$ cat config.mk
export PLATFORM = sky130hd
export DESIGN_NAME = wb_stage_flat
export DESIGN_NICKNAME = d
export VERILOG_FILES = /design/src/rtl/wb_stage_if.sv /design/src/rtl/wb_stage.sv /design/src/flat_wrapper.sv
export SDC_FILE = /design/constraint.sdc
export NUM_CORES = 1
export LEC_CHECK = 0
export CAP_MARGIN = 20
export CORE_ASPECT_RATIO = 0.6
export CORE_MARGIN = 2
export CORE_UTILIZATION = 55
export CTS_BUF_LIST = sky130_fd_sc_hd__clkbuf_16
export CTS_CLUSTER_SIZE = 40
export DETAILED_ROUTE_END_ITERATION = 10
export PLACE_DENSITY_LB_ADDON = 0.08
export SETUP_SLACK_MARGIN = 0.5
export SYNTH_ARGS = -nofsm -noshare
export SYNTH_HDL_FRONTEND = slang
export SYNTH_SLANG_ARGS = --single-unit
export TNS_END_PERCENT = 20
$ cat constraint.sdc
create_clock -name clk -period 20.2 [get_ports clk]
set_clock_uncertainty 0.1 [all_clocks]
set_input_delay 3.03 -clock clk [delete_from_list [all_inputs] [get_ports clk]]
set_output_delay 3.03 -clock clk [all_outputs]
set_load 0.05 [all_outputs]
$ cat src/rtl/wb_stage_if.sv
// Result bus from the execute stage into writeback: valid/ready handshake plus
// the kind, destination index and the three candidate payloads.
interface wb_stage_if;
  logic         in_valid;
  logic         in_ready;
  logic [1:0]   in_kind;
  logic [4:0]   in_rd;
  logic [20:0]  res_e;
  logic [191:0] res_ve;
  logic [191:0] res_sum;

  modport master (output in_valid, in_kind, in_rd, res_e, res_ve, res_sum,
                  input  in_ready);
  modport slave  (input  in_valid, in_kind, in_rd, res_e, res_ve, res_sum,
                  output in_ready);
endinterface

$ cat src/rtl/wb_stage.sv
// Writeback stage: buffers execute results in a FIFO and drains them to the scalar
// or vector register file. Define WB_FWD_EN to add the fwd_* forwarding outputs.
module wb_stage #(
  parameter int DEPTH = 2
) (
  input  logic        clk,
  input  logic        rst,
  wb_stage_if.slave   res,
  output logic        sc_we,
  output logic [4:0]  sc_addr,
  output logic [20:0] sc_data,
  output logic        vr_we,
  output logic [4:0]  vr_addr,
  output logic [1:0]  vr_beat,
  output logic [47:0] vr_data,
  output logic        busy
`ifdef WB_FWD_EN
  ,
  output logic        fwd_valid,
  output logic [4:0]  fwd_rd,
  output logic [20:0] fwd_data
`endif
);

  localparam int PW     = $clog2(DEPTH);
  localparam int NBEATS = 4;
  localparam int BEAT_W = 48;

  localparam logic [1:0] K_NONE = 2'b00;
  localparam logic [1:0] K_SC   = 2'b01;
  localparam logic [1:0] K_VALU = 2'b10;
  localparam logic [1:0] K_VSUM = 2'b11;

  typedef struct packed {
    logic [1:0]                         kind;
    logic [4:0]                         rd;
    logic [NBEATS-1:0][BEAT_W-1:0]      data;
  } entry_t;

  typedef enum logic {IDLE, VEC} state_t;

  entry_t        mem [DEPTH];
  entry_t        push_ent, head;
  logic [PW-1:0] wr_ptr, rd_ptr;
  logic [PW:0]   count;
  logic          push, pop;

  state_t                        state, state_n;
  logic [1:0]                    beat, beat_n;
  logic [NBEATS-1:0][BEAT_W-1:0] vbuf;
  logic [4:0]                    vrd;
  logic                          vbuf_ld;

  logic        sc_we_n, vr_we_n;
  logic [4:0]  sc_addr_n, vr_addr_n;
  logic [20:0] sc_data_n;
  logic [1:0]  vr_beat_n;
  logic [47:0] vr_data_n;

  assign res.in_ready = (count != (PW+1)'(DEPTH));
  assign push         = res.in_valid && res.in_ready;
  assign head         = mem[rd_ptr];

  // Only the payload selected by the kind is kept; scalars live in beat 0.
  always_comb begin
    push_ent      = '0;
    push_ent.kind = res.in_kind;
    push_ent.rd   = res.in_rd;
    case (res.in_kind)
      K_SC:    push_ent.data[0][20:0] = res.res_e;
      K_VALU:  push_ent.data          = res.res_ve;
      K_VSUM:  push_ent.data          = res.res_sum;
      default: push_ent.data          = '0;
    endcase
  end

  always_ff @(posedge clk) begin
    if (push) mem[wr_ptr] <= push_ent;
  end

  always_ff @(posedge clk or posedge rst) begin
    if (rst) begin
      wr_ptr <= '0;
      rd_ptr <= '0;
      count  <= '0;
    end else begin
      if (push) wr_ptr <= wr_ptr + 1'b1;
      if (pop)  rd_ptr <= rd_ptr + 1'b1;
      case ({push, pop})
        2'b10:   count <= count + 1'b1;
        2'b01:   count <= count - 1'b1;
        default: count <= count;
      endcase
    end
  end

  always_comb begin
    state_n   = state;
    beat_n    = beat;
    pop       = 1'b0;
    vbuf_ld   = 1'b0;
    sc_we_n   = 1'b0;
    sc_addr_n = '0;
    sc_data_n = '0;
    vr_we_n   = 1'b0;
    vr_addr_n = '0;
    vr_beat_n = '0;
    vr_data_n = '0;
    case (state)
      IDLE: begin
        if (count != '0) begin
          pop = 1'b1;
          case (head.kind)
            K_SC: begin
              // Register 0 is hardwired; the entry is consumed without a write.
              if (head.rd != '0) begin
                sc_we_n   = 1'b1;
                sc_addr_n = head.rd;
                sc_data_n = head.data[0][20:0];
              end
            end
            K_VALU, K_VSUM: begin
              vbuf_ld   = 1'b1;
              vr_we_n   = 1'b1;
              vr_addr_n = head.rd;
              vr_beat_n = 2'd0;
              vr_data_n = head.data[0];
              beat_n    = 2'd1;
              state_n   = VEC;
            end
            default: ;
          endcase
        end
      end
      VEC: begin
        vr_we_n   = 1'b1;
        vr_addr_n = vrd;
        vr_beat_n = beat;
        vr_data_n = vbuf[beat];
        beat_n    = beat + 2'd1;
        if (beat == 2'd3) state_n = IDLE;
      end
      default: state_n = IDLE;
    endcase
  end

  always_ff @(posedge clk or posedge rst) begin
    if (rst) begin
      state   <= IDLE;
      beat    <= '0;
      vbuf    <= '0;
      vrd     <= '0;
      sc_we   <= 1'b0;
      sc_addr <= '0;
      sc_data <= '0;
      vr_we   <= 1'b0;
      vr_addr <= '0;
      vr_beat <= '0;
      vr_data <= '0;
    end else begin
      state   <= state_n;
      beat    <= beat_n;
      if (vbuf_ld) begin
        vbuf <= head.data;
        vrd  <= head.rd;
      end
      sc_we   <= sc_we_n;
      sc_addr <= sc_addr_n;
      sc_data <= sc_data_n;
      vr_we   <= vr_we_n;
      vr_addr <= vr_addr_n;
      vr_beat <= vr_beat_n;
      vr_data <= vr_data_n;
    end
  end

  assign busy = (count != '0) || (state == VEC) || sc_we || vr_we;

`ifdef WB_FWD_EN
  // Early copy of the scalar write, valid in the pop cycle.
  assign fwd_valid = pop && (head.kind == K_SC) && (head.rd != '0);
  assign fwd_rd    = fwd_valid ? head.rd : '0;
  assign fwd_data  = fwd_valid ? head.data[0][20:0] : '0;
`endif

endmodule

$ cat src/flat_wrapper.sv
// flat-port wrapper written by rule: the top's interface ports become plain ports
module wb_stage_flat 
#(
  parameter int DEPTH = 2
)
  (clk, rst, sc_we, sc_addr, sc_data, vr_we, vr_addr, vr_beat, vr_data, busy, res_in_valid, res_in_kind, res_in_rd, res_res_e, res_res_ve, res_res_sum, res_in_ready);
  wb_stage_if res_i ();
  input  logic clk;
  input  logic rst;
  output logic sc_we;
  output logic [4:0] sc_addr;
  output logic [20:0] sc_data;
  output logic vr_we;
  output logic [4:0] vr_addr;
  output logic [1:0] vr_beat;
  output logic [47:0] vr_data;
  output logic busy;
  input wire logic [$bits(res_i.in_valid)-1:0] res_in_valid;
  input wire logic [$bits(res_i.in_kind)-1:0] res_in_kind;
  input wire logic [$bits(res_i.in_rd)-1:0] res_in_rd;
  input wire logic [$bits(res_i.res_e)-1:0] res_res_e;
  input wire logic [$bits(res_i.res_ve)-1:0] res_res_ve;
  input wire logic [$bits(res_i.res_sum)-1:0] res_res_sum;
  output wire logic [$bits(res_i.in_ready)-1:0] res_in_ready;
  assign res_i.in_valid = res_in_valid;
  assign res_i.in_kind = res_in_kind;
  assign res_i.in_rd = res_in_rd;
  assign res_i.res_e = res_res_e;
  assign res_i.res_ve = res_res_ve;
  assign res_i.res_sum = res_res_sum;
  assign res_in_ready = res_i.in_ready;
  wb_stage #(.DEPTH(DEPTH)) u_core (.clk(clk), .rst(rst), .res(res_i), .sc_we(sc_we), .sc_addr(sc_addr), .sc_data(sc_data), .vr_we(vr_we), .vr_addr(vr_addr), .vr_beat(vr_beat), .vr_data(vr_data), .busy(busy));
endmodule
==> reports/results.ini <==
[global_routing]
grt_pass1_wl_um=109100
antenna_found_initial=0
grt_pass1_vias=18680
grtUsageMet1=0.3805
grtUsageTotal=0.2583
busiest_layer=met2
grt_max_degree=166
grt_use_met3=0.04905
grt_use_met2=0.3998
globalRouteOverflowTotal=0

[clock_network]
clock_sinks=685
cts_buffer_depth=3
ctsResizeCount=0
cts_made_buffers=59
path_clk_slew_ns=0.07
tritoncts=done
cts_root_buffer=clkbuf_16
clk-insertion-delay-late_ns=0.60
htreeDepth=2
ctsHoldBuffers=0
cts_setup_buffers=0

[timing]
rsz0062_at_grt=false
relSlewSlack=0.1845
setup_viol=0
tightestPinTransition_ns=1.223
drv_slew=0
setup-tns-final_ns=0
final.min_clock_period_ns=5.265
period_share=0.2607
timing.fmax_ghz=0.1899
holdWs_ns=0.3928
hold_viol=0

[route]
drt-pass1-iter-count=5
ant_nets=0
drc=0
vias=18520
wl_um=71520
vias_per_cell=5.713
drtIter0Drc=1709
wl_per_cell_um=22.07

[min_path]
hold_path_depth=2
holdPathEnd=u_core.vr_addr[4]
min_path_type=reg2reg
hp-start=u_core.vrd[4]

[pwr]
switching_power_w=0.001770
switching_share=0.3562
powerDensity_nw_per_um2=136.9
max-vdd-ir-drop_uv=108.0
p_clk_frac=0.220
leakagePower_nw=14.41
p_comb_frac=0.338
pwr-share-seq=0.442
power.internal_w=0.003199

[logic_synthesis]
synth_top_area_cell=edfxtp_1
synthTopCellsByCount=mux2i_1, edfxtp_1, dfrtp_1
synth.distinct_cells=36
synth-edff-count=398
synthTopCellsByArea=edfxtp_1, dfrtp_1, mux2i_1, o21ai_0, nor2b_1
async_reset_ff_frac=0.4190
yosys_register_bits=685
yosysWarnings=0
synth_most_common_cell=mux2i_1
syn_area_per_cell_um2=14.08
synth.cell_area_um2=29140
ys_seq_area_frac=0.6566
mappedNetlistNets=2487
yosysTopAreaCellShare=0.4102
syn_inst=2070
synth_ff_type=edfxtp_1

[setup_path]
cpMaxStageDelayCell=clkdlybuf4s50_1
r2r-start=u_core.state
rrSetupSlack_ns=15.32
worstPathRequired_ns=17.07
cp-start-kind=register
crit_arrival_ns=2.14
critPathMaxStageDelay_ns=0.83
cp_num_buf_inv=1
reg2reg_depth=8
end_kind=output port
crit_chain=nand2b_1 -> clkdlybuf4s50_1
crit_type=reg2out
cp_top_family=buffers and inverters
reg2reg_to=u_core.vbuf[65]
cp_max_fo=5
cp_num_cells=2

[floorplanning]
io_pins=500
die_h_um=182.3
die_x_um=301.1
start_util=0.5555
fp-row-count=65
die-area_um2=54900
core_area_um2=52460

[placement]
port_buffers=499
place_hpwl_um=46050
gp_congestion=0.8265
dp_cells=3128

[finish]
multiInputGateArea_um2=9171
final_cells=3241
nFillCells=3662
area_growth_pct=24.55
drive_gt1_frac=0.06309
fin_nets=2904
regArea_um2=19140

[job]
max_cap_violations=0

[outcome]
outcome=finished clean

cells in the final DEF, fill, tap and decap left out, types with 2 or more instances in the layout:
cell and count:
nor3_1 22, a22o_1 23, nor2b_1 172, dfrtp_1 285
nand2_1 29, edfxtp_1 398, o21ai_1 200, clkdlybuf4s50_1 497
clkbuf_16 63, inv_4 2, dfrtp_4 2, mux2_2 21
clkinv_1 13, mux4_2 21, nor2_1 10, bufinv_16 3
o22a_1 27, diode_2 2, o21ai_0 247, buf_4 15
xnor2_1 4, mux2i_1 422, inv_1 17, buf_12 5
ha_1 2, clkinv_2 14
flip-flops by register name, indices dropped and copies added, names as in the netlist:
name and count:
u_core.beat 2, u_core.count 2, u_core.mem 398, u_core.rd_ptr 1, u_core.sc_addr 5, u_core.sc_data 21, u_core.sc_we 1, u_core.state 1
u_core.vbuf 192, u_core.vr_addr 5, u_core.vr_beat 2, u_core.vr_data 48, u_core.vr_we 1, u_core.vrd 5, u_core.wr_ptr 1
routing by layer:
metal  wire length (um)  share of wire  vias up
met5                  0              0        -
met4               1510          0.021        0
met3               5032          0.070       90
met2              33180           0.46      601
met1              31800           0.44     9329
li1                   -              -     8496
worst max-delay path by stage:
stage,startpoint,to,slack (ns)
final,u_core.count[0],res_in_ready,14.93
after global routing,u_core.sc_we,busy,14.83
after CTS,res_in_valid,u_core.mem[0][116],14.84
after detailed placement,res_in_valid,u_core.mem[0][180],14.20
after global placement,res_in_valid,u_core.mem[0][178],14.25
after floorplan,res_in_valid,u_core.mem[0][0],7.94
cell type report:
class	instances	share of cell area
inverter	5	0.0007240
tap	703	0.02424
sequential	685	0.5274
antenna	2	0.0001379
timing repair buffer	519	0.1437
clock inverter	47	0.007688
multi-input combinational	1217	0.2527
clock buffer	63	0.04344
power groups by stage:
stage / Combinational [W] / Sequential (W) / Clock (W)
detailed placement: 0.00168 / 0.00222 / 0
floorplan: 0.00104 / 0.00233 / 0
CTS: 0.00169 / 0.00219 / 0.00111
global route: 0.00182 / 0.00223 / 0.00117
finish: 0.00168 / 0.00219 / 0.00109
global placement: 0.00165 / 0.00220 / 0
worst min-delay path: stages (launching register included):
cell and delay (ns):
dfrtp_1 0.34, nand2_1 0.05, o21ai_1 0.06
through the flow:
stage	util	power, W	instance area, um2	setup slack (ns)
3_3_place_gp	0.6560	0.003852	34410	14.25
5_1_grt	0.6918	0.005223	36290	14.83
3_5_place_dp	0.6560	0.003900	34410	14.20
6_report	0.6919	0.004969	36290	14.93
4_1_cts	0.6914	0.004993	36270	14.84
2_1_floorplan	-	0.003370	29140	7.938
cell families after synthesis:
| kind of cell | count (synthesis) | synth area share |
|---|---|---|
| mux | 465 | 0.1701 |
| simple gates | 243 | 0.04792 |
| fa+ha+maj | 2 | 0.0008587 |
| compound gates | 502 | 0.09352 |
| xor+xnor | 5 | 0.001503 |
| flops | 685 | 0.6566 |
| buf+inv | 168 | 0.02946 |
Power figures use the tool's default switching activity.
